--- src/rtl/arbitro_rr_param.sv ---
// Arbiter between the input and output FIFO banks: pops one input FIFO per cycle
// (fixed priority or round robin) and pushes the popped word to its dest output FIFO one cycle later.
module arbitro_rr_param #(
   parameter int N_IN       = 4,
   parameter int SEL_W      = 2,
   parameter int DEST_W     = 2,
   parameter int MODE       = 1,
   parameter int RESUME_DLY = 2
) (
   input  logic                   clk,
   input  logic                   reset,
   input  logic [N_IN-1:0]        empty,
   input  logic [(2**DEST_W)-1:0] afull,
   input  logic [DEST_W-1:0]      dest,
   output logic [N_IN-1:0]        pop,
   output logic [(2**DEST_W)-1:0] push,
   output logic [SEL_W-1:0]       sel,
   output logic [1:0]             state,
   output logic                   busy
);
   localparam int N_OUT = 2**DEST_W;

   typedef enum logic [1:0] {
      IDLE  = 2'b00,
      RUN   = 2'b01,
      STALL = 2'b10
   } state_t;

   state_t           state_q, state_d;
   logic [3:0]       cnt_q, cnt_d;
   logic [SEL_W-1:0] ptr_q, ptr_d;
   logic [SEL_W-1:0] sel_q;
   logic             pending_q;
   logic [SEL_W-1:0] grant_idx;
   logic             grant_found;
   logic             any_afull, all_empty, pop_ok;

   assign any_afull = |afull;
   assign all_empty = &empty;

   // Handshake: pop[i] in cycle t consumes FIFO i's word at edge t; that word's dest is valid
   // in t+1, where push[dest] and sel carry it. The push is never held back: the output FIFO
   // almost-full margin absorbs the single in-flight word.
   always_comb begin
      int j;
      j           = 0;
      grant_idx   = '0;
      grant_found = 1'b0;
      for (int k = 0; k < N_IN; k++) begin
         j = (MODE == 0) ? k : int'(ptr_q) + k;
         if (j >= N_IN) j = j - N_IN;
         if (!grant_found && !empty[SEL_W'(j)]) begin
            grant_found = 1'b1;
            grant_idx   = SEL_W'(j);
         end
      end
   end

   assign pop_ok = reset && (state_q != STALL) && !any_afull && grant_found;
   assign pop    = pop_ok ? (N_IN'(1) << grant_idx) : '0;

   always_comb begin
      ptr_d = ptr_q;
      if (MODE != 0 && pop_ok)
         ptr_d = (grant_idx == SEL_W'(N_IN - 1)) ? '0 : grant_idx + 1'b1;
   end

   // Stall exit waits RESUME_DLY quiet edges after the almost-full flags drop.
   always_comb begin
      state_d = state_q;
      cnt_d   = cnt_q;
      if (any_afull) begin
         state_d = STALL;
         cnt_d   = 4'(RESUME_DLY);
      end else if (state_q == STALL && cnt_q != 4'd0) begin
         cnt_d = cnt_q - 1'b1;
      end else begin
         state_d = all_empty ? IDLE : RUN;
      end
   end

   always_ff @(posedge clk or negedge reset) begin
      if (!reset) begin
         state_q   <= IDLE;
         cnt_q     <= '0;
         ptr_q     <= '0;
         sel_q     <= '0;
         pending_q <= 1'b0;
      end else begin
         state_q   <= state_d;
         cnt_q     <= cnt_d;
         ptr_q     <= ptr_d;
         pending_q <= pop_ok;
         if (pop_ok) sel_q <= grant_idx;
      end
   end

   assign push  = pending_q ? (N_OUT'(1) << dest) : '0;
   assign sel   = sel_q;
   assign state = state_q;
   assign busy  = (state_q == RUN);

endmodule

--- config.mk ---
export PLATFORM = sky130hd
export DESIGN_NAME = arbitro_rr_param
export DESIGN_NICKNAME = d
export VERILOG_FILES = /design/src/rtl/arbitro_rr_param.sv
export SDC_FILE = /design/constraint.sdc
export NUM_CORES = 1
export LEC_CHECK = 0
export ABC_CLOCK_PERIOD_IN_PS = 1820
export CORE_MARGIN = 2
export CORE_UTILIZATION = 39
export DETAILED_ROUTE_END_ITERATION = 10
export GPL_ROUTABILITY_DRIVEN = 0
export PLACE_DENSITY_LB_ADDON = 0.1
export SETUP_SLACK_MARGIN = 0.02
export SLEW_MARGIN = 10
export SYNTH_ARGS = -nofsm -noshare
export SYNTH_HDL_FRONTEND = slang
export SYNTH_SLANG_ARGS = --single-unit
--- constraint.sdc ---
create_clock -name clk -period 1.82 [get_ports clk]
set_clock_uncertainty 0.15 [all_clocks]
set_input_delay 0.364 -clock clk [delete_from_list [all_inputs] [get_ports clk]]
set_output_delay 0.364 -clock clk [all_outputs]
set_load 0.02 [all_outputs]
==> flow_metrics.env <==
export IMPL_status="finished with violations"
export IMPL_violations="setup timing"
export IMPL_yosys_top_cells_area="dfrtp_1 (38%), ha_1 (10%), and2_2 (4.2%), mux2_4 (4.2%), inv_1 (3.7%)"
export IMPL_grt_pass1_vias=590
export IMPL_cp_slowest_cell="dfrtp_1"
export IMPL_floorplan_die_height_um=46.9
export IMPL_maxSlewViolCount=0
export IMPL_clkSinkCount=11
export IMPL_coreArea_um2=1730
export IMPL_cap_violations=0
export IMPL_seq_area_frac_synth=0.383
export IMPL_final_net_count=135
export IMPL_firstDrtPassIters=4
export IMPL_cp_num_buf_inv=2
export IMPL_syn_to_final_growth_pct=58.2
export IMPL_yosysTopAreaCellShare=0.383
export IMPL_synth_area_leader_cell="dfrtp_1"
export IMPL_gr_usage_all_layers=0.154
export IMPL_worstSetupPathType="reg -> out"
export IMPL_crit_path_cell_trace="nor2_1, a211o_1, a22oi_2, inv_2, ha_2, and2_4, buf_6"
export IMPL_ys_warn_count=0
export IMPL_p_clk_frac=0.332
export IMPL_synth_area_per_cell_um2=10.1
export IMPL_timing_setup_tns_ps=-1610
export IMPL_hold_viol_final=0
export IMPL_internal_power_w=0.000376
export IMPL_ctsHoldBuffers=0
export IMPL_cp_max_fo=4
export IMPL_required_ps=1310
export IMPL_max_freq_ghz=0.448
export IMPL_clock_path_buffers=2
export IMPL_crit_family="compound AO/OA/AOI/OAI gates"
export IMPL_p_seq_frac=0.496
export IMPL_hold_class="in -> async"
export IMPL_antenna_found_initial=0
export IMPL_met3_length_um=123
export IMPL_ys_ff_latch=11
export IMPL_port_buffers=24
export IMPL_syn_inst=71
export IMPL_critPathMaxStageDelay_ps=410
export IMPL_fillers=161
export IMPL_ios=25
export IMPL_p_leak_nw=0.564
export IMPL_rows=15
export IMPL_fin_crit_ps=2230
export IMPL_fin_cells=141
export IMPL_wl_met1_um=678
export IMPL_grt_max_degree=12
export IMPL_p_sw_w=0.000124
export IMPL_drc_errors=0
export IMPL_slew_headroom=0.785
export IMPL_clk_latency_ps=260
export IMPL_ir_drop_mv=0.216
export IMPL_fin_ws_ps=-414
export IMPL_wl_per_cell_um=11.1
export IMPL_worstSetupStartpointType="flip-flop"
export IMPL_fin_crit_sh=1.23
export IMPL_syn_area_um2=718
export IMPL_dp_cells=133
export IMPL_cp_end_kind="output pin"
export IMPL_setup_violations=4
export IMPL_dieArea_um2=2200
export IMPL_vias=665
export IMPL_reg2regPathDepth=8
export IMPL_tightestPinTransition_ps=320
export IMPL_syn_num_nets=89
export IMPL_antenna_cells=0
export IMPL_cts_tree="built"
export IMPL_gr_total_overflow=0
export IMPL_regToRegSetupSlack_ps=70
export IMPL_drive_above_1_share=0.414
export IMPL_rsz0062_at_grt="yes"
export IMPL_p_sw_frac=0.248
export IMPL_grt_pass1_wl_um=2350
export IMPL_place_area_um2=1090
export IMPL_start_util=0.416
export IMPL_regToRegStartpoint="ptr_q[0]"
export IMPL_drtIter0Drc=7
export IMPL_drtAntennaViolNets=0
export IMPL_regToRegEndpoint="ptr_q[0]"
export IMPL_viasPerCell=4.72
export IMPL_met2WireLength_um=766
export IMPL_fin_area_um2=1140
export IMPL_comb_power_share=0.172
export IMPL_clkTransAtPathRegs_ps=70
export IMPL_clockRootBuffer="clkbuf_4"
export IMPL_die_w_um=46.9
export IMPL_ctsHtreeMaxLevel=1
export IMPL_drt_total_wl_um=1570
export IMPL_cts_buffers=3
export IMPL_crit_arrival_ps=1720
export IMPL_p_per_area_nw_per_um2=440
export IMPL_synth_distinct_cells=31
export IMPL_top_layer="met3"
export IMPL_dpl_hpwl_um=1230
==> power groups by stage <==
stage | clock network (W) | registers [W] | logic (W)
after floorplan | 0 | 0.000253 | 0.0000272
after global placement | 0 | 0.000253 | 0.0000840
after detailed placement | 0 | 0.000253 | 0.0000865
after CTS | 0.000170 | 0.000248 | 0.0000865
after global routing | 0.000185 | 0.000248 | 0.0000959
final | 0.000166 | 0.000248 | 0.0000860
==> kinds of logic after synthesis <==
group	after synthesis	synth area share
buffers and inverters	8	0.0453
adders and majority gates	6	0.105
DFF	11	0.383
muxes	2	0.0418
AOI/OAI and AO/OA	10	0.0993
and+or+nand+nor	31	0.289
xor gates and xnor gates	3	0.0366
==> how the worst max path moves through the flow <==
stage,startpoint,end,slack (ps),cells after the start
after detailed placement,empty[2],pop[3],-1050,7
after CTS,ptr_q[1],pop[0],-450,6
after floorplan,ptr_q[0],pop[2],20,6
after global placement,empty[2],pop[3],-990,7
after global routing,ptr_q[0],pop[0],-510,7
final,ptr_q[0],pop[0],-410,7
==> layout by cell type (no fill, tap or decap), types with 2 or more instances in the layout <==
cell,netlist,layout
nand3_1,2,2
dlygate4sd2_1,0,7
buf_6,0,3
buf_4,0,18
nor2b_1,2,2
and2_2,4,2
xor2_1,2,2
dfrtp_1,11,11
nand2_1,6,6
and2_4,0,2
ha_1,6,3
inv_1,7,6
nand2b_1,2,2
clkbuf_4,0,3
ha_2,0,3
nor2_1,5,5
mux2_4,2,2
clkdlybuf4s50_1,0,6
buf_2,0,4
==> registers in the layout, indices dropped and copies added (netlist names) <==
register	cells
pending_q	1
cnt_q	4
sel	2
state	2
ptr_q	2
==> cells in the mapped netlist <==
cell and n:
nand3_1 2, nor2b_1 2, or3b_1 1, nand2_1 6, and3_1 1, mux2_4 2
nand2b_1 2, dfrtp_1 11, nand4_1 1, ha_1 6, o211ai_1 1, xnor2_1 1
nor2_1 5, and3b_1 1, xor2_1 2, nor3b_1 1, nor3_1 1, a31oi_1 1
a22oi_2 1, nor4_4 1, a21oi_1 1, o21ai_0 3, nand4_4 1, o221ai_1 1
inv_1 7, inv_4 1, o31ai_1 1, a211o_1 1, and2_2 4, and3_2 1
or4_2 1
==> area by class of cell <==
class	count	area, um^2	share of cell area
well taps	25	31.3	0.0275
repair buffers	41	338	0.297
multi-input cells	52	433	0.381
inverters	8	32.5	0.0286
clock buffers	4	26.3	0.0231
flip-flops and latches	11	275	0.242
==> metal layers <==
metal  track usage  up-vias
li1              -      334
met1         0.184      308
met2         0.260       23
met3        0.0615        0
met4        0.0333        0
met5             0        -
==> through the flow <==
stage          hold slack [ps]  utilization  setup WS [ps]  power, W
6_report                   348        0.658           -414  0.000500
5_1_grt                    350        0.658           -511  0.000528
4_1_cts                    353        0.663           -449  0.000504
3_5_place_dp               353        0.633          -1050  0.000339
3_3_place_gp               348        0.633           -994  0.000337
2_1_floorplan            -81.6            -           15.2  0.000280
==> repair_timing <==
item / CTS / global route
setup endpoints to repair: 15 / 10
resized for setup: 54 / 7
pin swaps: 7 / 3
setup buffers: 4 / 0
Power figures use the tool's default switching activity.
